==> config.mk <==
export PLATFORM = sky130hd
export DESIGN_NAME = deser_event_packer
export DESIGN_NICKNAME = d
export VERILOG_FILES = /design/src/rtl/deser_event_packer.sv
export SDC_FILE = /design/constraint.sdc
export NUM_CORES = 1
export LEC_CHECK = 0
export CAP_MARGIN = 20
export CORE_MARGIN = 4
export CORE_UTILIZATION = 40
export DETAILED_ROUTE_END_ITERATION = 10
export SLEW_MARGIN = 30
export SYNTH_ARGS = -nofsm -noshare
export SYNTH_HDL_FRONTEND = slang
export SYNTH_SLANG_ARGS = --single-unit
==> constraint.sdc <==
create_clock -name clk -period 3.06 [get_ports clk]
set_clock_uncertainty 0.2 [all_clocks]
set_input_delay 0.459 -clock clk [delete_from_list [all_inputs] [get_ports clk]]
set_output_delay 0.459 -clock clk [all_outputs]
set_load 0.005 [all_outputs]
==> src/rtl/deser_event_packer.sv <==
// Frames the aligned nibble stream from the header detector into tagged 16-bit words
// (TBM header/trailer, ROC header, pixel hit halves) behind a small valid/ready output FIFO.
module deser_event_packer #(
   parameter int unsigned FIFO_DEPTH = 4
) (
   input  logic        clk,
   input  logic        reset,
   input  logic        davail,
   input  logic [3:0]  nib,
   input  logic        tbm_hdr,
   input  logic        tbm_trl,
   input  logic        roc_hdr,
   output logic        out_valid,
   input  logic        out_ready,
   output logic [15:0] out_data,
   output logic        frame_err,
   output logic        overflow
);

   localparam int unsigned AW = $clog2(FIFO_DEPTH);
   localparam logic [AW:0] FullCnt = (AW + 1)'(FIFO_DEPTH);

   typedef enum logic [1:0] {StIdle, StTbmh, StTbmt, StPix} state_e;

   state_e      state_q, state_d;
   logic [2:0]  cnt_q, cnt_d;
   logic [7:0]  sh_q, sh_d;
   logic [3:0]  roc_cnt_q, roc_cnt_d;

   logic [15:0] mem_q [FIFO_DEPTH];
   logic [15:0] mem_d [FIFO_DEPTH];
   logic [AW-1:0] wr_ptr_q, wr_ptr_d, rd_ptr_q, rd_ptr_d;
   logic [AW:0]   count_q, count_d;
   logic          out_valid_q, out_valid_d;
   logic [15:0]   out_data_q, out_data_d;
   logic          frame_err_q, frame_err_d;
   logic          overflow_q, overflow_d;

   logic        any_mk;
   logic        hdr_acc;
   logic        trunc;
   logic        push;
   logic [15:0] push_word;
   logic        pop, full, wr, drop;

   assign any_mk  = tbm_hdr | tbm_trl | roc_hdr;
   assign hdr_acc = davail & tbm_hdr;

   // State register
   always_ff @(posedge clk or negedge reset) begin
      if (!reset) begin
         state_q   <= StIdle;
         cnt_q     <= '0;
         sh_q      <= '0;
         roc_cnt_q <= '0;
      end else begin
         state_q   <= state_d;
         cnt_q     <= cnt_d;
         sh_q      <= sh_d;
         roc_cnt_q <= roc_cnt_d;
      end
   end

   // Next-state: markers restart a field from any state, ranked hdr > trl > roc
   always_comb begin
      state_d   = state_q;
      cnt_d     = cnt_q;
      sh_d      = sh_q;
      roc_cnt_d = roc_cnt_q;
      trunc     = 1'b0;
      if (davail) begin
         if (any_mk) begin
            trunc = (state_q != StIdle) && (cnt_q != 3'd0);
            cnt_d = '0;
            if (tbm_hdr) begin
               state_d   = StTbmh;
               roc_cnt_d = '0;
            end else if (tbm_trl) begin
               state_d = StTbmt;
            end else begin
               state_d = StPix;
               if (roc_cnt_q != 4'hf) roc_cnt_d = roc_cnt_q + 4'd1;
            end
         end else begin
            unique case (state_q)
               StTbmh, StTbmt: begin
                  sh_d = {sh_q[3:0], nib};
                  if (cnt_q == 3'd1) begin
                     state_d = StIdle;
                     cnt_d   = '0;
                  end else begin
                     cnt_d = cnt_q + 3'd1;
                  end
               end
               StPix: begin
                  sh_d  = {sh_q[3:0], nib};
                  cnt_d = (cnt_q == 3'd5) ? 3'd0 : cnt_q + 3'd1;
               end
               default: ;
            endcase
         end
      end
   end

   // Output: word pushed toward the FIFO this cycle
   always_comb begin
      push      = 1'b0;
      push_word = '0;
      if (davail) begin
         if (any_mk) begin
            if (!tbm_hdr && !tbm_trl) begin
               push      = 1'b1;
               push_word = {4'h8, roc_cnt_q, 4'h0, nib};
            end
         end else begin
            unique case (state_q)
               StTbmh, StTbmt: begin
                  if (cnt_q == 3'd1) begin
                     push      = 1'b1;
                     push_word = {(state_q == StTbmh) ? 4'hA : 4'hC, 4'h0, sh_q[3:0], nib};
                  end
               end
               StPix: begin
                  if (cnt_q == 3'd2 || cnt_q == 3'd5) begin
                     push      = 1'b1;
                     push_word = {(cnt_q == 3'd2) ? 4'h4 : 4'h5, sh_q, nib};
                  end
               end
               default: ;
            endcase
         end
      end
   end

   // FIFO; the head is re-registered so every output comes straight from a flop
   always_comb begin
      pop      = out_valid_q & out_ready;
      full     = (count_q == FullCnt);
      wr       = push & (~full | pop);
      drop     = push & full & ~pop;
      mem_d    = mem_q;
      wr_ptr_d = wr_ptr_q;
      rd_ptr_d = rd_ptr_q;
      count_d  = count_q;
      if (wr) begin
         mem_d[wr_ptr_q] = push_word;
         wr_ptr_d        = wr_ptr_q + AW'(1);
         count_d         = count_d + (AW + 1)'(1);
      end
      if (pop) begin
         rd_ptr_d = rd_ptr_q + AW'(1);
         count_d  = count_d - (AW + 1)'(1);
      end
      out_valid_d = (count_d != '0);
      out_data_d  = mem_d[rd_ptr_d];
      // A truncation in the same cycle as the clearing header wins
      frame_err_d = trunc ? 1'b1 : (hdr_acc ? 1'b0 : frame_err_q);
      overflow_d  = hdr_acc ? 1'b0 : (overflow_q | drop);
   end

   always_ff @(posedge clk or negedge reset) begin
      if (!reset) begin
         for (int i = 0; i < FIFO_DEPTH; i++) mem_q[i] <= '0;
         wr_ptr_q    <= '0;
         rd_ptr_q    <= '0;
         count_q     <= '0;
         out_valid_q <= 1'b0;
         out_data_q  <= '0;
         frame_err_q <= 1'b0;
         overflow_q  <= 1'b0;
      end else begin
         mem_q       <= mem_d;
         wr_ptr_q    <= wr_ptr_d;
         rd_ptr_q    <= rd_ptr_d;
         count_q     <= count_d;
         out_valid_q <= out_valid_d;
         out_data_q  <= out_data_d;
         frame_err_q <= frame_err_d;
         overflow_q  <= overflow_d;
      end
   end

   assign out_valid = out_valid_q;
   assign out_data  = out_data_q;
   assign frame_err = frame_err_q;
   assign overflow  = overflow_q;

endmodule

==> results.md, run 1 <==
- Antenna-violating nets left: 0
- Initial Utilization: between 40% and 50%
- Largest family of logic cells by synthesized area: compound AO/OA/AOI/OAI gates
- XOR/XNOR share of the synthesized area: 1.31%
- Initial DRC Count: slightly above 300
- Max-slew violation count: 0
- CP max-delay cell: dfrtp_1
- Synth Area in Compound Gates: roughly a quarter
- Die area: around 15,000 sq um
- Clk_lat worst skew: between 0.3 and 0.4 ns
- Post-synthesis cell type count: 52
- Layout cells sized above 1: about 15%
- Port bufs: 29
- Final setup viols: 0
- First-pass GRT wire length: 22,600 microns
- Syn avg cell area: approximately 10 sq um
- Slack of the critical path: roughly 0.21 ns
- CTS tree: built
- Pre-CTS setup slack: -0.0322 ns
- Clock sinks: ~110
- Largest net degree at the start of global routing: 56
- Top cell type's share of synthesized area: roughly half
- CORE AREA: around 13,000 sq um
- Die span in y: about 120 microns
- Slew HR: between 50% and 60%
- Vias in the first global route: roughly 4,300
- Combinational power share: 39.6%
- DRT Pass-1 Iters: 5
- Ant. Diodes: 0
- Post-synthesis mux area share: 4.28%
- Via count: ~4,400
- Post-Layout Cell Count: roughly 760
- Worst reg2reg path depth: 11
- CP Launch Type: flip-flop
- Internal: around 3.3 mW
- Area leader, netlist: dfrtp_1
- # fillers: ~1,200
- Number of flops mapped to enable cells by yosys: 0
- Worst Path Max Fanout: 7
- Slowest stage delay, CP: 0.41 ns
- CTS Root Cell: clkbuf_16
- Synth Net Count: 550
- Clk pwr share: 22.9%
- Final #Nets: 602
- Least-Margin Pin Slew: 0.736 ns
- Worst vdd ir: about 0.31 mV
- Outcome: finished clean
- Die Wd: around 120 microns
- Max-cap violations: 0
- Ys async rst share: between 90% and 100%
- Routability Congestion: 0.883
- Post-Syn Area: about 5300 sq um
- Worst EP arrival: 2.86 ns
- Post-route DRC: 0
- Critical Path End Type: flip-flop
- Adder-Cell Fraction of Synth Area: around 2.6%
- Clock slew at reported path FFs: roughly 0.070 ns
- RSZ-0062 raised after global routing: no
- Final hold violation count: 0
- Post-Synthesis Cells: 528
- Register bit total from synthesis: 107
- Gr usage total: 19.3%
- Final period utilization: 93.0%
- Psw: between 1.5 and 2 mW
- Tmin final: 2.85 ns
- IO Count: 30
- Area delta synth->final: 20.2%
- Synth top cells by count: 107 x dfrtp_1, 73 x nand2_1, 47 x o21ai_0
- Util after Layout: about half
- Sw Share: 35.3%
- Sequential fraction of the synthesis area: roughly 50%
- Reg power frac: a little under two fifths
- Worst endpoint required time: about 3.1 ns
- Max Clk Rate: between 300 and 400 MHz
- Kind of critical path: flip-flop to flip-flop
- Storage element area: around 2700 sq um
- H-tree levels: 3
- Dpl cells: 740
- Most common cell in the netlist: dfrtp_1
- Final Power: between 5 and 6 mW
- CP Cell Sequence: inv_1 > ha_4 > and4bb_4 > nor4_4 > or3_4 > mux2i_4 > ha_1 > nand2_1 > xor2_1 > xnor2_1 > o311ai_1
- LEAKAGE: between 2 and 3 nW
- Multi-input logic area: approximately 2500 sq um
- CTS Buf Count: 9
- Setup Buffers After CTS: 0
- Maximum root-to-sink buffer count: 2
- Cell family with most CP delay: simple AND/OR/NAND/NOR gates
- Crit path buf inv count: 1
- PwrDens: roughly 800 nW/um^2
- Synth Warn #: 0
- Total gr overflow: 0
- Crit path depth: 11
- Row cnt: 41
- DP HPWL: a little under 10,000 microns
- Synth top area cells: dfrtp_1 50%, nand2_1 5.1%, o21ai_0 4.4%, a211oi_1 3.4%, a21o_1 3.4%
- Routed WL: ~14,000 microns
- Initial antenna violation count: 0
- Simple-Gate Fraction of Synth Area: between 10% and 20%
- Wirelength per Cell: 18.4 microns
- Vias/cell: 5.78
- Class of the worst hold path: flip-flop to flip-flop
- Main synth FF type: dfrtp_1
- Hold path depth: 2
## tightest hold or removal path, stage by stage, from the launching register on
cell,delay [ns]
dfrtp_1,0.34
nand2_1,0.05
nand2_1,0.05
## metal layers
layer	global-route usage, %	vias up	part of all wire, %
met5	0	-	0
met4	6.57	0	2.0
met3	2.50	18	2.6
met2	31.0	75	47
met1	27.2	2197	48
li1	-	2077	-
## power by group through the flow
stage / Combinational, mW / Sequential [mW] / Clock (mW)
finish: 2.03 / 1.92 / 1.17
CTS: 2.01 / 1.92 / 1.20
floorplan: 1.23 / 1.90 / 0
global placement: 1.96 / 1.94 / 0
detailed placement: 2.00 / 1.94 / 0
global route: 2.23 / 1.95 / 1.26
## final timing paths
kind                            start           end  slack, ns
min reg2reg                  mem_q[0]      mem_q[0]       0.28
max in group asynchronous       reset      mem_q[8]       1.45
max                        state_q[1]     out_valid       0.21
min in group asynchronous       reset  roc_cnt_q[0]       0.50
min                          mem_q[0]      mem_q[0]       0.28
max reg2reg                state_q[1]     out_valid       0.21
## cells by family after synthesis
kind of cell,count (synthesis)
buffers and inverters,47
DFF,107
adders and majority gates,11
and+or+nand+nor,153
muxes,20
xor gates and xnor gates,8
AOI/OAI and AO/OA,182
## layout make-up
| type | instances | share of cell area [%] |
|---|---|---|
| sequential | 107 | 41.7 |
| clock inverter | 4 | 0.798 |
| multi-input combinational | 374 | 39.2 |
| tap | 172 | 3.35 |
| clock buffer | 11 | 3.78 |
| timing repair buffer | 75 | 10.5 |
| inverter | 13 | 0.759 |
## layout by cell type (no fill, tap or decap), types with 7 or more instances in the layout
master / n
dfrtp_1: 107
nand2_1: 73
o21ai_0: 47
buf_4: 43
clkdlybuf4s50_1: 28
a21o_1: 24
a211oi_1: 24
o211ai_1: 22
a21boi_0: 16
nor2_1: 15
mux2_2: 13
inv_1: 12
nand4_1: 10
nor3_1: 10
nor4_1: 9
ha_1: 9
clkbuf_16: 9
nand3_1: 7
o22ai_1: 7
## flip-flops by register name, indices dropped and copies added (netlist names)
signal / cells
overflow: 1
wr_ptr_q: 2
out_valid: 1
out_data: 16
state_q: 2
cnt_q: 3
count_q: 3
roc_cnt_q: 4
sh_q: 8
mem_q: 64
rd_ptr_q: 2
frame_err: 1
## what timing repair did
item                                    CTS  global route
resized for setup                         0             8
endpoints found under the hold margin    25             0
endpoints found under the setup margin    0             3
hold buffers                              1             0
## per-stage QoR
step           hold WS (ns)  setup TNS (ns)  instance area (sq um)
2_1_floorplan       -0.0366         -0.0209                   5350
3_3_place_gp          0.260               0                   6080
3_5_place_dp          0.262         -0.0322                   6080
4_1_cts               0.280               0                   6380
5_1_grt               0.298               0                   6430
6_report              0.275               0                   6430
Power figures use the tool's default switching activity.
==> run 2: changes to the inputs <==
--- a/config.mk
+++ b/config.mk
@@ -8,6 +8,7 @@
 export CAP_MARGIN = 20
 export CORE_MARGIN = 4
 export CORE_UTILIZATION = 40
+export CTS_CLUSTER_DIAMETER = 120
 export DETAILED_ROUTE_END_ITERATION = 10
 export SLEW_MARGIN = 30
 export SYNTH_ARGS = -nofsm -noshare
==> results of run 2 <==
No change in the layout: final DEF, timing and power equal those of run 1.
==> run 3: changes to the inputs <==
--- a/config.mk
+++ b/config.mk
@@ -10,7 +10,7 @@
 export CORE_UTILIZATION = 40
 export CTS_CLUSTER_DIAMETER = 120
 export DETAILED_ROUTE_END_ITERATION = 10
-export SLEW_MARGIN = 30
+export SETUP_SLACK_MARGIN = 0.4
 export SYNTH_ARGS = -nofsm -noshare
 export SYNTH_HDL_FRONTEND = slang
 export SYNTH_SLANG_ARGS = --single-unit
==> run 3 against run 2 <==
Effect of this change: clock power about the same; setup slack better by 0.064 ns; routed wire length up 9.9%; largest cell class is now multi-input combinational cells; power up 5.4%; sequential share of layout area down 3.3 points.
==> results.md, run 3 (synthesized netlist as in run 1, its figures left out) <==
- Outcome: finished clean
- Max Clk Rate: ~360 MHz
- Final setup viols: 0
- Routed WL: between 15,000 and 20,000 microns
- Commonest non-fill, non-tap cells in the layout: 105 x dfrtp_1, 67 x nand2_1, 65 x buf_4
- Max-cap violations: 0
- Final Power: about 5.4 mW
- DP HPWL: ~10,000 microns
- TNS Setup: 0 ns
- Largest net degree at the start of global routing: 50
- Slowest stage delay, CP: 0.44 ns
- Most common cell after layout, fill and taps aside: dfrtp_1
- Die area: approximately 15,000 sq um
- Die span in y: 124 microns
- CTS Buf Count: 9
- Initial DRC Count: roughly 370
- CP Launch Type: flip-flop
- Least-Margin Pin Slew: 0.530 ns
- Initial antenna violation count: 0
- Row cnt: 41
- Critical Path End Type: flip-flop
- # fillers: ~1,100
- PwrDens: roughly 770 nW/um^2
- Worst vdd ir: roughly 0.48 mV
- Worst endpoint required time: approximately 3.1 ns
- Kind of critical path: flip-flop to flip-flop
- Vias in the first global route: 4,393
- Final hold violation count: 0
- Ant. Diodes: 0
- Area delta synth->final: 30.7%
- Clock slew at reported path FFs: approximately 0.07 ns
- Antenna-violating nets left: 0
- Final period utilization: slightly above 90%
- H-tree levels: 3
- Dpl cells: about 740
- CORE AREA: roughly 13,000 sq um
- Total gr overflow: 0
- Biggest register: mem_q
- Clk_lat worst skew: between 0.3 and 0.4 ns
- CTS Root Cell: clkbuf_16
- CTS tree: built
- Initial Utilization: a little over two fifths
- Max-slew violation count: 0
- Tmin final: 2.78 ns
- CP max-delay cell: dfrtp_2
- Clock sinks: around 110
- IO Count: 30
- Layout cells sized above 1: 25.4%
- Class of the worst hold path: flip-flop to flip-flop
- Flip-flop count of the largest register after layout: 64
- Post-route DRC: 0
- Post-Layout Cell Count: just under 800
- Die Wd: 124 microns
- CP Cell Sequence: inv_2 > ha_4 > and4bb_4 > nor4_4 > or3_4 > mux2i_2 > ha_2 > nand2_2 > xor2_1 > xnor2_1 > o311ai_1
- Vias/cell: roughly 5.7
- Final #Nets: 636
- Worst Path Max Fanout: 3
- First-pass GRT wire length: approximately 23,000 microns
- Gr usage total: about a fifth
- Port bufs: 29
- Worst EP arrival: between 2 and 3 ns
- Routability Congestion: approximately 0.9
- DRT Pass-1 Iters: 5
- Via count: between 4,000 and 5,000
- Wirelength per Cell: a little under 20 microns
- LEAKAGE: between 3 and 4 nW
- Slew HR: 64.7%
- RSZ-0062 raised after global routing: yes
- Maximum root-to-sink buffer count: 2
run 3: critical path: cells and delay by family, from the launching register on:
kind                     cells  cell delay [ns]
AND/OR/NAND/NOR              4             0.77
flip-flops                   1             0.44
adder cells (fa/ha/maj)      2             0.42
XOR/XNOR                     2             0.33
multiplexers                 1             0.25
AO/OA/AOI/OAI                1             0.12
buffers and inverters        1             0.09
run 3: layout make-up:
class	instances	area, sq um	share of cell area, %
well taps	172	215	3.08
clock inverters	5	52.6	0.752
flip-flops and latches	107	2680	38.4
inverters	13	48.8	0.698
repair buffers	109	1050	15.0
clock buffers	11	243	3.47
multi-input cells	374	2700	38.7
run 3: report_power, final:
part,internal [mW],switching [mW],leakage [nW]
clock network,0.653,0.520,0.145
logic,1.08,1.21,1.68
registers,1.74,0.200,1.42
total,3.47,1.93,3.25
run 3: per-layer routing:
metal | track usage (%) | vias up | part of all wire, %
met3 | 4.31 | 29 | 4.1
met2 | 32.7 | 100 | 49
met4 | 7.27 | 0 | 3.0
met5 | 0 | - | 0
li1 | - | 2152 | -
met1 | 26.3 | 2267 | 44
run 3: path summary, 6_finish.rpt:
kind	startpoint	endpoint	slack (ns)	depth (start not counted)
min reg2reg	mem_q[35]	mem_q[35]	0.28	2
min	mem_q[35]	mem_q[35]	0.28	2
max	state_q[1]	out_valid	0.28	11
min in group asynchronous	reset	state_q[1]	0.43	2
max in group asynchronous	reset	mem_q[59]	1.53	3
max reg2reg	state_q[1]	out_valid	0.28	11
run 3: metrics by stage:
step / worst slack (ns) / hold slack, ns / utilization (%) / area (sq um)
2_1_floorplan: -0.0209 / -0.0366 / - / 5350
3_3_place_gp: 0.0328 / 0.259 / 47.4 / 6080
3_5_place_dp: 0.00422 / 0.267 / 47.4 / 6080
4_1_cts: 0.283 / 0.283 / 51.1 / 6560
5_1_grt: 0.200 / 0.303 / 54.5 / 6990
6_report: 0.277 / 0.284 / 54.5 / 6990
run 3: repair_timing:
item	in CTS	in global routing
cloned	0	4
endpoints found under the setup margin	38	25
resized for setup	26	59
setup buffers	12	17
hold buffers	1	0
pin swaps	6	19
endpoints found under the hold margin	36	0
==> patch (config.mk and constraints of run 1) <==
Set the parameter `FIFO_DEPTH` to 2 (it was 4).
--- a/src/rtl/deser_event_packer.sv
+++ b/src/rtl/deser_event_packer.sv
@@ -1,7 +1,7 @@
 // Frames the aligned nibble stream from the header detector into tagged 16-bit words
 // (TBM header/trailer, ROC header, pixel hit halves) behind a small valid/ready output FIFO.
 module deser_event_packer #(
-   parameter int unsigned FIFO_DEPTH = 4
+   parameter int unsigned FIFO_DEPTH = 2
 ) (
    input  logic        clk,
    input  logic        reset,
Formal check against the unedited RTL: not equivalent (a bounded check fails within 4 cycles, from zero or initial values and one cycle with reset low).
==> patch against run 1 <==
  * Sequential cell count is 35 lower
  * Routed wire length is 34% lower
  * Synthesized cell count down 27%
  * Sequential power down 32%
  * Setup slack got worse by 0.020 ns
  * Clock power shrank 38%
  * Power is 37% lower
  * Non-clock buffer count shrank 18
  * Synthesized area decreased by 29%
  * Final area fell by 30%
  * Largest power group is now registers
==> patch: results (changes against run 1) <==
* Outcome: finished, final reports clean (unchanged)
* Clock buf/inv share at 4.14% (was 4.58%)
* Syn Nets at 404 (was 550)
* Non-clock buffer share at 11.3% (was 10.5%)
* CP max-delay cell: or4_1 (was dfrtp_1)
* Seq/Total Area, Yosys at 47.6% (was 50.1%)
* Vias in the first global route at 2945 (was 4298)
* CP arrival at 2.91 ns (was 2.86 ns)
* Initial drt markers at 145 (was 311)
* Clock power frac at 22.4% (was 22.9%)
* Min-delay src: mem_q[9]$_DFF_PN0_ (was mem_q[0]$_DFF_PN0_)
* Static Leak at 1.99 nW (was 2.98 nW)
* Post-Synth XOR/XNOR Area at 0.926% (was 1.31%)
* Share of cells above drive strength 1 at 15.4% (was 15.2%)
* Crit Path Max Fanout at 10 (was 7)
* WHS Endpoint: mem_q[9]$_DFF_PN0_ (was mem_q[0]$_DFF_PN0_)
* Routability cong. at 0.787 (was 0.883)
* Reg clk slew, reported paths at 0.09 ns (was 0.07 ns)
* Slowest stage delay, CP at 0.76 ns (was 0.41 ns)
* Hpwl dp at 6370 µm (was 9780 µm)
* Reg2reg setup slack at 0.19 ns (was 0.21 ns)
* Seq_cells at 72 (was 107)
* Inverters at 14 (was 13)
* DR vias/cell at 5.42 (was 5.78)
* Largest net degree at the start of global routing at 73 (was 56)
* Hold_ws at 0.273 ns (was 0.275 ns)
* Detailed Routing Iterations Pass 1 at 4 (was 5)
* Share of cell area taken by multi-input logic gates at 39.5% (was 39.2%)
* Area contributors post-synth: dfrtp_1, nand2_1, o21ai_0 (unchanged)
* Peak supply drop at 325 µV (was 311 µV)
* Post-Synth Adder-Cell Area at 1.65% (was 2.57%)
* Plain + repair buffers at 57 (was 75)
* Final wirelength at 9160 µm (was 13900 µm)
## patch: changes by cell type after synthesis, moves of 12 or more
cell,change
nand3_1,+14
o211ai_1,-20
a211oi_1,-24
dfrtp_1,-35
o21ai_0,-19
clkbuf_1,-12
a21boi_0,-16
a21o_1,-23
## patch: cell families (layout without fill, tap and decap cells)
| family | after synthesis | count (layout) |
|---|---|---|
| compound gates | 99 | 99 |
| xor+xnor | 4 | 4 |
| fa+ha+maj | 5 | 5 |
| buf+inv | 40 | 87 |
| flops | 72 | 72 |
| mux | 13 | 13 |
| simple gates | 155 | 155 |
## patch: worst max path at each step
stage                           startpoint                     end  slack (ns)
CTS                 state_q[0]$_DFFE_PN0P_  out_data[12]$_DFF_PN0_        0.17
global route        state_q[0]$_DFFE_PN0P_  out_data[12]$_DFF_PN0_        0.09
global placement                   roc_hdr  out_data[12]$_DFF_PN0_        0.11
detailed placement                 roc_hdr   out_data[5]$_DFF_PN0_        0.11
floorplan           state_q[0]$_DFFE_PN0P_   out_data[5]$_DFF_PN0_        0.60
finish              state_q[0]$_DFFE_PN0P_  out_data[12]$_DFF_PN0_        0.19
## patch: per-layer routing
layer	up-vias	wire (µm)	GRT usage, %
li1	1489	-	-
met1	1491	4460	24.8
met2	61	4160	24.9
met3	14	370	3.49
met4	0	167	6.84
met5	-	0	0
## patch: through the flow
step	area, µm²	cells	setup slack (ns)
2_1_floorplan	3780	388	0.598
3_3_place_gp	4250	544	0.114
3_5_place_dp	4250	544	0.112
4_1_cts	4430	560	0.168
5_1_grt	4470	564	0.0873
6_report	4470	564	0.194
## patch: worst reg2reg max path, stage by stage (launching register included)
cell      delay [ns]
dfrtp_1         0.41
inv_1           0.06
ha_1            0.34
and4bb_2        0.35
o41ai_4         0.11
buf_4           0.16
or4_1           0.76
o32a_1          0.26
o221a_2         0.12
